`config.mk`:
```
export PLATFORM = sky130hd
export DESIGN_NAME = ibex_lsm_seed_bank
export DESIGN_NICKNAME = d
export VERILOG_FILES = /design/src/rtl/ibex_lsm_seed_bank.sv
export SDC_FILE = /design/constraint.sdc
export NUM_CORES = 1
export LEC_CHECK = 0
export CAP_MARGIN = 30
export CORE_UTILIZATION = 50
export DETAILED_ROUTE_END_ITERATION = 12
export HOLD_SLACK_MARGIN = 0.05
export PLACE_DENSITY = 0.69
export SLEW_MARGIN = 25
export SYNTH_ARGS = -nofsm -noshare
export SYNTH_HDL_FRONTEND = slang
export SYNTH_SLANG_ARGS = --single-unit
```
`constraint.sdc`:
```
create_clock -name clk_i -period 6.8 [get_ports clk_i]
set_input_delay 0.68 -clock clk_i [delete_from_list [all_inputs] [get_ports clk_i]]
set_output_delay 0.68 -clock clk_i [all_outputs]
set_load 0.01 [all_outputs]
```
`src/rtl/ibex_lsm_seed_bank.sv`:
```
// Bank of Galois-LFSR mask seed channels for secure load/store datapaths.
// CSR-visible per-channel state, one registered mask per cycle, usage-based reseed requests.
module ibex_lsm_seed_bank #(
   parameter int                   NSeeds       = 4,
   parameter int                   SeedWidth    = 32,
   parameter logic [SeedWidth-1:0] Poly         = 32'h80200003,
   parameter logic [11:0]          CsrBase      = 12'h800,
   parameter int                   ReseedThresh = 1024,
   localparam int                  ChanW        = (NSeeds > 1) ? $clog2(NSeeds) : 1
) (
   input  logic                 clk_i,
   input  logic                 rst_i,
   input  logic [11:0]          csr_addr_i,
   input  logic                 csr_we_i,
   input  logic [SeedWidth-1:0] csr_wdata_i,
   output logic                 csr_hit_o,
   output logic [SeedWidth-1:0] csr_rdata_o,
   input  logic                 mask_req_i,
   input  logic [ChanW-1:0]     mask_chan_i,
   output logic                 mask_valid_o,
   output logic [SeedWidth-1:0] mask_o,
   output logic                 mask_err_o,
   output logic [NSeeds-1:0]    reseed_req_o
);

   localparam int                CntW      = $clog2(ReseedThresh + 1);
   localparam logic [CntW-1:0]   THRESH_C  = CntW'(ReseedThresh);
   localparam logic [CntW-1:0]   ONE_C     = CntW'(1);
   localparam logic [11:0]       NSEEDS_A  = 12'(NSeeds);
   localparam logic [ChanW:0]    NSEEDS_C  = (ChanW + 1)'(NSeeds);

   logic [1:0]           rst_sync_q;
   logic                 rst_int;
   logic [SeedWidth-1:0] state_q [NSeeds];
   logic [CntW-1:0]      left_q  [NSeeds];
   logic [11:0]          csr_off;
   logic                 chan_ok;
   logic [SeedWidth-1:0] mask_sel;

   function automatic logic [SeedWidth-1:0] lfsr_step(input logic [SeedWidth-1:0] s);
      return s[0] ? ((s >> 1) ^ Poly) : (s >> 1);
   endfunction

   // Assertion reaches every flop immediately; release is aligned to clk_i.
   always_ff @(posedge clk_i or posedge rst_i) begin
      if (rst_i) rst_sync_q <= 2'b11;
      else       rst_sync_q <= {rst_sync_q[0], 1'b0};
   end
   assign rst_int = rst_sync_q[1];

   assign csr_off   = csr_addr_i - CsrBase;
   assign csr_hit_o = (csr_off < NSEEDS_A);
   assign chan_ok   = ({1'b0, mask_chan_i} < NSEEDS_C);

   always_comb begin
      csr_rdata_o = '0;
      mask_sel    = '0;
      for (int i = 0; i < NSeeds; i++) begin
         if (csr_hit_o && csr_off == 12'(i))           csr_rdata_o = state_q[i];
         if (chan_ok && {1'b0, mask_chan_i} == (ChanW + 1)'(i)) mask_sel = state_q[i];
      end
   end

   // left_q counts down the masks remaining before a reseed is requested.
   always_ff @(posedge clk_i or posedge rst_int) begin
      if (rst_int) begin
         for (int i = 0; i < NSeeds; i++) begin
            state_q[i] <= SeedWidth'(1);
            left_q[i]  <= THRESH_C;
         end
         reseed_req_o <= '0;
      end else begin
         for (int i = 0; i < NSeeds; i++) begin
            if (csr_we_i && csr_hit_o && csr_off == 12'(i)) begin
               state_q[i]      <= (csr_wdata_i == '0) ? SeedWidth'(1) : csr_wdata_i;
               left_q[i]       <= THRESH_C;
               reseed_req_o[i] <= 1'b0;
            end else if (mask_req_i && chan_ok && {1'b0, mask_chan_i} == (ChanW + 1)'(i)) begin
               state_q[i] <= lfsr_step(state_q[i]);
               if (left_q[i] != '0) begin
                  left_q[i] <= left_q[i] - ONE_C;
                  if (left_q[i] == ONE_C) reseed_req_o[i] <= 1'b1;
               end
            end
         end
      end
   end

   always_ff @(posedge clk_i or posedge rst_int) begin
      if (rst_int) begin
         mask_valid_o <= 1'b0;
         mask_o       <= '0;
         mask_err_o   <= 1'b0;
      end else begin
         mask_valid_o <= mask_req_i;
         mask_err_o   <= mask_req_i && !chan_ok;
         if (mask_req_i) mask_o <= chan_ok ? mask_sel : '0;
      end
   end

endmodule

```
Word level (Yosys, flattened, before mapping)
Cells that the tools add are included.
- logic and storage cells: 124
- register bits: 211
- output and inout port bits: 71
- bits of input ports: 50
- mux-type cells: 49
- reduce and logical (&&, ||, !) cells: 40
- order comparisons: 1
- add/subtract/negate cells: 5
- bitwise logic cells: 4
- equal/unequal tests: 10
- operator list (cell ; number):
    32-bit two-way mux ; 21
    11-bit two-way mux ; 12
    11-bit by 1-bit == test with 1-bit output, second input constant ; 4
    11-bit nonzero test ; 4
    11-bit by 1-bit subtractor with 11-bit output, second input constant ; 4
    32-bit logical NOT ; 1
    12-bit by 2-bit == test with 1-bit output, second input constant ; 2
    2-bit nonzero test ; 12
    1-bit two-way mux ; 16
    3-bit inverter with 4-bit output ; 4
    1-bit logical AND ; 13
    12-bit by 1-bit == test with 1-bit output, second input constant ; 1
    12-bit logical NOT ; 1
    12-bit by 3-bit < comparator with 1-bit output, second input constant ; 1
    3-bit AND reduction ; 4
    12-bit subtractor, second input constant ; 1
    2-bit AND reduction ; 4
    2-bit == test, second input constant ; 2
    2-bit by 1-bit == test with 1-bit output, second input constant ; 1
    2-bit logical NOT ; 1

Depth between registers and ports, before layout
Gate-level depths: netlist (run 1).
- depth in word-level cells: 7
- mapped depth: 8
- mapped depth without buffers: 6

Worst setup path after synthesis (run 1)
OpenSTA, ideal clock, no wires.
- path type: input port to output port
- from: in csr_addr_i[0]
- to: out csr_rdata_o[22]
- required time: 6120 ps
- cell stages on the path: 4
- slack: 4000 ps
- arrival time: 2120 ps
- buffers on the path: 2
- path through: buf_2 -> buf_1 -> mux4_2 -> nor2b_1
- cells in the longest elaborated chain, start to end: 7
- elaborated cells between the ends (all ways): 14
- those cells by class: add/sub: 1; order compare: 1; eq/ne: 3; mux: 4; reduce/logical: 5
- RTL lines (item ; line ; RTL):
    from (decl) ; 13 ; input logic [11:0] csr_addr_i,
    12-bit subtractor * ; 51 ; assign csr_off = csr_addr_i - CsrBase;
    12-bit by 3-bit < comparator with 1-bit output / 12-bit logical NOT (equally long branches) ; 52, 59 ;
    1-bit logical AND ; 59 ; if (csr_hit_o && csr_off == 12'(i)) csr_rdata_o = state_q[i];
    32-bit two-way mux (3 in series) ; 59 ;
    32-bit two-way mux * ; 59 ;
    to (decl) ; 17 ; output logic [SeedWidth-1:0] csr_rdata_o,
Mark *: on every way between the ends. The rest lies on a longest branch, timed or not.

Worst setup path in the final report (run 1)
- from: in csr_addr_i[2]
- to: out csr_rdata_o[29]
Same word-level chain as after synthesis.

==> results of run 1 <==
flip-flops by register name (all words and copies together), names as in the netlist:
register,flops
left_q,44
reseed_req_o,4
state_q,128
mask_valid_o,1
mask_o,32
rst_sync_q,2
layout make-up:
class                           instances  area (um2)
Fill cell                            1958        9360
Timing Repair Buffer                  139        1340
Multi-Input combinational cell        788        6210
Clock buffer                           38         724
Tap cell                              319         399
Inverter                               14        60.1
Clock inverter                          4        20.0
Sequential cell                       211        5290
where the power goes:
group | switching, W | internal [W]
combinational | 0.000539 | 0.000647
clock | 0.000506 | 0.000725
sequential | 0.000386 | 0.00163
total | 0.00143 | 0.00300
cells in the mapped netlist, types with 2 or more instances:
library cell / count / share of area
nor2_1: 41 / 0.013
a31oi_1: 7 / 0.0037
xnor2_1: 19 / 0.014
nor2b_1: 33 / 0.017
nor4_1: 16 / 0.0084
or3_1: 16 / 0.0084
o211ai_1: 4 / 0.0025
o31a_1: 4 / 0.0029
and4_1: 6 / 0.0044
nor3b_1: 5 / 0.0032
o31ai_1: 5 / 0.0032
nand2_1: 135 / 0.043
a2111oi_1: 2 / 0.0017
or2_2: 4 / 0.0021
nor4_2: 3 / 0.0032
clkbuf_1: 37 / 0.012
buf_4: 2 / 0.0013
a41oi_1: 2 / 0.0015
buf_1: 7 / 0.0022
inv_1: 14 / 0.0044
mux4_2: 64 / 0.12
nand3_1: 11 / 0.0046
a211o_1: 2 / 0.0015
ha_1: 12 / 0.013
nand2b_1: 3 / 0.0016
dfstp_2: 10 / 0.022
nand3b_1: 4 / 0.0025
dfrtp_1: 201 / 0.42
mux2_2: 32 / 0.030
a211oi_1: 5 / 0.0032
mux2i_1: 120 / 0.10
nand4_1: 10 / 0.0053
or4_1: 12 / 0.0076
and3_1: 7 / 0.0037
and3b_1: 4 / 0.0029
buf_2: 34 / 0.014
a2111oi_0: 2 / 0.0015
o21ai_0: 137 / 0.058
a21oi_1: 30 / 0.013
o21ai_1: 3 / 0.0013
nor3_1: 9 / 0.0038
path summary, 6_finish.rpt:
path	cells after the start	from	slack [ns]	end
max	6	csr_addr_i[2]	2.33	csr_rdata_o[29]
min reg2reg	1	rst_sync_q[1]	0.21	state_q[38]
max in group asynchronous	2	rst_sync_q[1]	5.56	state_q[74]
max reg2reg	6	left_q[22]	4.52	left_q[29]
min in group clk_i	0	rst_sync_q[0]	0.36	rst_sync_q[1]
min	1	rst_sync_q[1]	0.21	state_q[38]
metal layers:
metal | vias to the layer above | part of all wire | wire, um | GRT usage
li1 | 4184 | - | - | -
met1 | 4550 | 0.47 | 14200 | 0.382
met2 | 250 | 0.47 | 14300 | 0.409
met3 | 31 | 0.051 | 1540 | 0.0328
met4 | 0 | 0.012 | 363 | 0.0514
met5 | - | 0 | 0 | 0
metrics by stage:
stage / setup slack, ns / hold slack (ns)
floorplan: 0.781 / 0.345
global placement: 2.51 / 0.348
detailed placement: 2.40 / 0.349
CTS: 2.40 / 0.358
global route: 2.16 / 0.237
finish: 2.33 / 0.210
cells by family after synthesis:
logic type	Yosys count
simple gates	328
mux	216
compound gates	211
flops	211
buf+inv	94
xor+xnor	19
fa+ha+maj	12
other cells	1
cell usage in the layout (no fill, tap or decap), drive strengths merged, types with 19 or more instances in the layout:
cell type	netlist	final
dfrtp	201	201
o21ai	140	140
nand2	135	135
mux2i	120	120
clkdlybuf4s50	0	114
mux4	64	64
nor2	41	41
clkbuf	37	38
nor2b	33	33
mux2	32	32
a21oi	31	31
buf	43	25
xnor2	19	19
nor4	19	19
==> summary.txt, run 1 <==
Run status
  • Status: finished clean

Job
  • Maxcap violations: 0

Floorplan
  • Die ar.: 0.0244 mm2
  • Core area: 0.0234 mm2
  • # IOs: 121
  • Starting density of the core: 0.508
  • Die Ht: 156 um
  • Row cnt: 56
  • Width of the die: 156 um

Final layout
  • Ratio of cells with drive above 1 in the final layout: 0.155
  • Layout Nets: 1,240
  • Area Growth Syn to Fin: 18.2%
  • Post-layout util: 0.600
  • Ant. Diodes: 0
  • Fin area: 0.0140 mm2
  • Post-route insts no fill: 1,513

Place
  • GPL Wtd Cong: 0.812
  • Post-Place Cells: 1,470
  • Dpl cell area: 0.0133 mm2
  • DP HPWL: 19,500 um
  • Number of port buffers: 119

CTS
  • CTS tree: yes
  • CTS HTree Levels: 1
  • Hold buffer count at cts: 0
  • CTS Buffer Depth: 3
  • Post-cts resize count: 0
  • CTS sink cnt: 211
  • Root Driver: clkbuf_16
  • Clock buffer count from CTS: 24
  • Post-CTS setup repair buffer count: 0
  • Clock Pin Slew Worst Setup and Hold Paths: 0.06 ns
  • Worst-Skew Late Latency: 0.51 ns

Timing
  • Worst-Margin Slew: 1.00 ns
  • Final min period: 4.47 ns
  • Hold Fails Final Rpt: 0
  • F_max: 224 MHz
  • Rel. slew slack: 0.329
  • RSZ-0062 raised after global routing: false
  • Final period util: 0.657
  • Slew Limit Fails: 0
  • Worst Skew: 0.00995 ns
  • Setup TNS: 0 ns
  • Count of final setup violators: 0

Drt
  • Post-route ant nets: 0
  • Total number of vias: 9,015
  • Total detailed-routing wirelength: 30,400 um
  • Post-route DRC: 0
  • TritonRoute pass-1 iters: 5
  • Via-to-Cell Ratio: 5.96
  • Initial DRC Count: 591
  • WL per Instance: 20.1 um

Worst setup path
  • Slowest CP cell: nand3_1
  • WP data arrival: 3.79 ns
  • Peak per-stage delay on the critical path: 0.87 ns
  • Critical Path RT: 6.12 ns
  • Worst setup EP type: output pin
  • Worst setup SP type: primary input
  • Maximum fanout along the worst path: 17
  • Crit-path most repeated cell: clkdlybuf4s50_1
  • Crit Path Category: in2out
  • CP cell instances: clkdlybuf4s50_1 > nor4_2 > nand3_1 > buf_4 > nor2b_1 > clkdlybuf4s50_1
  • CP top delay family: simple AND/OR/NAND/NOR gates
  • Bufs and invs on worst path: 3

Synthesis
  • Synth Area in Compound Gates: 0.0994
  • Syn Std Cell Area: 0.0119 mm2
  • Synth Area in Simple Gates: 0.142
  • Post-Synth Adder-Cell Area: 0.0126
  • #FFs+latches synth: 211
  • Main synth FF type: dfrtp_1
  • Synth Instances: 1,092
  • Post-synth EDFFs: 0
  • Synthesis Warnings: 0
  • Post-synthesis mux area share: 0.253
  • Synth unique cells: 59
  • Post-Syn Area per Cell: 10.9 um2
  • Largest family of logic cells by synthesized area: multiplexers
  • Sequential share of the synthesized area: 0.445
  • Asr flop ratio synth: 1.00
  • Post-Synth XOR/XNOR Area: 0.0140

GRT
  • GRT Total Usage: 0.258
  • Largest net degree at the start of global routing: 127
  • Overflow after GRT: 0
  • Initial antenna violation count: 1
  • Vias in the first global route: 8,849
  • Global-route wire length before repair: 49,200 um

Pwr
  • Peak supply drop: 0.000146 V
  • PwrDens: 315 mW/mm2
  • Design Power: 0.00443 W
  • Leak: 5.78 nW

Worst hold path
  • HP Class: reg2async
No activity file was read; power rests on OpenSTA's default activity.
==> inputs of run 2 (changes only) <==
==> constraint.sdc (replaced) <==
create_clock -name clk_i -period 4.19 [get_ports clk_i]
set_input_delay 0.419 -clock clk_i [delete_from_list [all_inputs] [get_ports clk_i]]
set_output_delay 0.419 -clock clk_i [all_outputs]
set_load 0.01 [all_outputs]
==> run 2 against run 1 <==
Register-to-register slack worse by 2.6 ns. Clock skew is 0.0025 ns higher. Global-route usage is 0.21 points lower. Via count is 0.79% higher. Final cell count is 0.20% higher.
==> summary.txt, run 2 (synthesized netlist as in run 1, its figures left out) <==
Place
  • DP HPWL: 20,700 um
  • Dpl cell area: 0.0133 mm2
  • Dpl ws: 1.11 ns
  • Number of port buffers: 119
  • GPL Wtd Cong: 0.892

Floorplan
  • Die ar.: 0.0244 mm2
  • Starting density of the core: 0.508
  • Core area: 0.0234 mm2
  • Die Ht: 156 um
  • Row cnt: 56
  • Width of the die: 156 um
  • # IOs: 121

Pwr
  • Peak supply drop: 0.000251 V
  • Leak: 5.84 nW
  • PwrDens: 528 mW/mm2

Drt
  • Post-route DRC: 0
  • TritonRoute pass-1 iters: 5
  • Total number of vias: 9,086
  • Total detailed-routing wirelength: 30,500 um
  • Initial DRC Count: 785
  • Post-route ant nets: 0
  • Via-to-Cell Ratio: 5.99
  • WL per Instance: 20.1 um

CTS
  • CTS HTree Levels: 1
  • Clock buffer count from CTS: 24
  • CTS sink cnt: 211
  • Hold buffer count at cts: 0
  • Post-CTS setup repair buffer count: 0
  • Root Driver: clkbuf_16
  • Worst-Skew Late Latency: 0.52 ns
  • Clock Pin Slew Worst Setup and Hold Paths: 0.06 ns
  • CTS Buffer Depth: 3
  • CTS tree: yes
  • Post-cts resize count: 0

Final layout
  • Ant. Diodes: 0
  • Post-layout util: 0.607
  • Largest registers: state_q (128), left_q (44), mask_o (32)
  • Biggest register: state_q
  • Fin area: 0.0142 mm2
  • Most common cell after layout, fill and taps aside: dfrtp_1
  • Ratio of cells with drive above 1 in the final layout: 0.162
  • Most frequent cells in the layout: 201 x dfrtp_1, 137 x o21ai_0, 135 x nand2_1
  • Register area: 0.00529 mm2
  • Multi-input logic area: 0.00622 mm2
  • FILL cells: 1,953
  • Layout Nets: 1,241
  • Area Growth Syn to Fin: 19.5%
  • Largest register FFs: 128

Timing
  • Final min period: 3.14 ns
  • Worst Skew: 0.0125 ns
  • Hold Fails Final Rpt: 0
  • F_max: 318 MHz
  • RSZ-0062 raised after global routing: false
  • Setup TNS: 0 ns
  • Slew Limit Fails: 0
  • Worst hold margin: 0.228 ns
  • Final period util: 0.750
  • Worst-Margin Slew: 0.825 ns
  • Slack of the critical path: 1.05 ns
  • Count of final setup violators: 0
  • Rel. slew slack: 0.443

Worst setup path
  • CP top delay family: buffers and inverters
  • CP cell instances: clkdlybuf4s50_1 > nor4_2 > nand3_1 > buf_4 > nor2b_1 > clkdlybuf4s50_1
  • Crit-path most repeated cell: clkdlybuf4s50_1
  • Reg-to-reg slack, setup: 1.93 ns
  • Maximum fanout along the worst path: 17
  • Worst setup SP type: primary input
  • Bufs and invs on worst path: 3
  • Slowest CP cell: nor4_2
  • Reg2reg path depth: 6
  • R2r startpoint: left_q[22]
  • Termination of the worst setup path: csr_rdata_o[11]
  • Crit. path cell count: 6
  • Worst r2r dst: left_q[29]
  • Worst setup EP type: output pin
  • Crit Path Category: in2out
  • WP data arrival: 2.72 ns
  • Peak per-stage delay on the critical path: 0.72 ns
  • Critical path origin: csr_addr_i[2]
  • Critical Path RT: 3.77 ns

GRT
  • Global-route wire length before repair: 48,900 um
  • Vias in the first global route: 8,907
  • Initial antenna violation count: 0
  • Overflow after GRT: 0
  • GRT Total Usage: 0.256
  • Largest net degree at the start of global routing: 131

Worst hold path
  • HP Class: in2async

Job
  • Maxcap violations: 0

Run status
  • Status: finished clean
==> run 2: through the flow <==
| step | cells | total power, W |
|---|---|---|
| after global routing | 1516 | 0.00790 |
| after CTS | 1516 | 0.00751 |
| after detailed placement | 1472 | 0.00520 |
| after global placement | 1471 | 0.00513 |
| final | 1516 | 0.00750 |
| after floorplan | 1093 | 0.00450 |
==> run 2: how the worst min path moves through the flow <==
stage                        startpoint       endpoint  slack, ns  cells past startpoint
final                             rst_i  rst_sync_q[1]       0.23                      2
after global routing              rst_i  rst_sync_q[1]       0.25                      2
after CTS                         rst_i  rst_sync_q[1]       0.23                      2
after detailed placement  rst_sync_q[1]     mask_o[30]       0.35                      1
after global placement    rst_sync_q[1]     mask_o[29]       0.34                      1
after floorplan                   rst_i  rst_sync_q[0]       0.33                      1
==> run 2: final cells by class <==
type	instances	area share
Multi-Input combinational cell	788	0.438
Timing Repair Buffer	140	0.0964
Tap cell	319	0.0281
Clock buffer	34	0.0500
Inverter	14	0.00397
Clock inverter	10	0.0109
Sequential cell	211	0.373
==> run 2: power by group <==
group	switching (W)	internal, W
combinational	0.000858	0.00104
clock	0.000864	0.00142
sequential	0.000666	0.00264
==> run 2: routing by layer <==
metal,wire [um],global-route usage
met5,0,0
met4,524,0.0654
met3,1720,0.0414
met2,14400,0.405
met1,13900,0.368
==> run 2: worst reg2reg max path, delay by kind of cell, from the launching register on <==
kind,cells,cell delay (ns)
compound gates,3,1.07
simple gates,1,0.44
flops,1,0.41
fa+ha+maj,1,0.19
buf+inv,1,0.10
==> inputs of run 3 (changes only) <==
==> constraint.sdc (replaced) <==
create_clock -name clk_i -period 3.2 [get_ports clk_i]
set_input_delay 0.32 -clock clk_i [delete_from_list [all_inputs] [get_ports clk_i]]
set_output_delay 0.32 -clock clk_i [all_outputs]
set_load 0.01 [all_outputs]
==> run 3 against run 2 <==
Flip-flop and latch count stayed put. Register-to-register slack worse by 1.0 ns. Utilization is 0.30 points higher. Largest power group unchanged. Critical path type unchanged. Largest cell class unchanged.
==> summary.txt, run 3 (synthesized netlist as in run 1, its figures left out) <==
CTS
  • CTS Buffer Depth: 3
  • CTS HTree Levels: 1
  • Clock buffer count from CTS: 24
  • CTS tree: yes
  • Hold buffer count at cts: 0
  • Root Driver: clkbuf_16
  • Clock Pin Slew Worst Setup and Hold Paths: 0.06 ns
  • Post-CTS setup repair buffer count: 0
  • Worst-Skew Late Latency: 0.52 ns
  • Post-cts resize count: 0
  • CTS sink cnt: 211

Worst setup path
  • WP data arrival: 2.26 ns
  • Peak per-stage delay on the critical path: 0.56 ns
  • Bufs and invs on worst path: 4
  • Slowest CP cell: clkdlybuf4s50_1
  • Critical Path RT: 2.88 ns
  • Maximum fanout along the worst path: 17
  • R2r startpoint: left_q[22]
  • Crit Path Category: in2out
  • Critical path origin: csr_addr_i[2]
  • CP top delay family: buffers and inverters
  • Worst setup EP type: output pin
  • Worst setup SP type: primary input
  • CP cell instances: clkdlybuf4s50_1 > nor4_2 > buf_4 > nand3_1 > buf_4 > nor2b_1 > clkdlybuf4s50_1

Pwr
  • Peak supply drop: 0.000337 V
  • PwrDens: 679 mW/mm2
  • Leak: 5.89 nW

Timing
  • Slew Limit Fails: 0
  • Setup TNS: 0 ns
  • RSZ-0062 raised after global routing: false
  • Final min period: 2.58 ns
  • Hold Fails Final Rpt: 0
  • Rel. slew slack: 0.430
  • Count of final setup violators: 0
  • Final period util: 0.806
  • F_max: 388 MHz
  • Worst-Margin Slew: 0.844 ns
  • Worst Skew: 0.00727 ns

Floorplan
  • # IOs: 121
  • Row cnt: 56
  • Starting density of the core: 0.508
  • Core area: 0.0234 mm2
  • Die Ht: 156 um
  • Width of the die: 156 um
  • Die ar.: 0.0244 mm2

GRT
  • Largest net degree at the start of global routing: 81
  • Global-route wire length before repair: 49,900 um
  • Vias in the first global route: 9,124
  • Initial antenna violation count: 0
  • Overflow after GRT: 0
  • GRT Total Usage: 0.260

Drt
  • TritonRoute pass-1 iters: 4
  • Via-to-Cell Ratio: 6.01
  • WL per Instance: 19.8 um
  • Total number of vias: 9,168
  • Total detailed-routing wirelength: 30,200 um
  • Initial DRC Count: 722
  • Post-route DRC: 0
  • Post-route ant nets: 0

Final layout
  • Ratio of cells with drive above 1 in the final layout: 0.170
  • Multi-input logic area: 0.00621 mm2
  • Post-route insts no fill: 1,526
  • Ant. Diodes: 0
  • Largest register FFs: 128
  • Register area: 0.00529 mm2
  • FILL cells: 1,976
  • Area Growth Syn to Fin: 20.1%
  • Most frequent cells in the layout: 201 x dfrtp_1, 137 x o21ai_0, 135 x nand2_1
  • Most common cell after layout, fill and taps aside: dfrtp_1
  • Layout Nets: 1,253
  • Biggest register: state_q
  • Largest registers: state_q (128), left_q (44), mask_o (32)

Run status
  • Status: finished clean

Place
  • Post-Place Cells: 1,483
  • DP HPWL: 20,200 um
  • GPL Wtd Cong: 0.860
  • Number of port buffers: 119

Job
  • Maxcap violations: 0

Worst hold path
  • HP Class: in2async
## run 3: changes by cell type in the layout (fill, tap and decap cells not counted)
cell,change
clkinv_2,+3
clkbuf_8,-2
nor4b_2,-1
nor4b_1,+1
buf_12,+3
clkbuf_1,-2
buf_4,+9
bufinv_16,-1
## run 3: worst paths after layout
kind,end,slack (ns),cells after the start
min in group clk_i,rst_sync_q[1],0.36,0
setup reg to reg,left_q[29],0.91,6
setup / recovery,csr_rdata_o[14],0.62,7
max in group asynchronous,left_q[10],2.01,2
hold reg to reg,state_q[125],0.34,1
hold / removal,rst_sync_q[0],0.13,2
## run 3: area by class of cell
type | instances | area share
Inverter | 14 | 0.00395
Tap cell | 319 | 0.0280
Timing Repair Buffer | 152 | 0.105
Clock buffer | 30 | 0.0473
Sequential cell | 211 | 0.371
Multi-Input combinational cell | 788 | 0.435
Clock inverter | 12 | 0.00982
## run 3: metal layers
| layer | vias to the layer above | track usage | part of all wire |
|---|---|---|---|
| met5 | - | 0 | 0 |
| met4 | 0 | 0.0742 | 0.021 |
| met3 | 49 | 0.0314 | 0.049 |
| met2 | 255 | 0.404 | 0.47 |
| met1 | 4634 | 0.385 | 0.46 |
| li1 | 4230 | - | - |
## run 3: power by group
| part | internal [W] | leakage (nW) | total, W | switching, W |
|---|---|---|---|---|
| logic | 0.00140 | 2.73 | 0.00253 | 0.00113 |
| registers | 0.00346 | 2.76 | 0.00432 | 0.000860 |
| clock network | 0.00173 | 0.402 | 0.00285 | 0.00112 |
## run 3: metrics by stage
step	power [W]	hold slack [ns]	worst slack [ns]	util	cell area, um2
2_1_floorplan	0.00589	0.232	0.121	-	11900
3_3_place_gp	0.00675	0.347	0.666	0.574	13400
3_5_place_dp	0.00685	0.351	0.613	0.574	13400
4_1_cts	0.00972	0.112	0.613	0.609	14300
5_1_grt	0.0103	0.136	0.474	0.610	14300
6_report	0.00969	0.125	0.621	0.610	14300
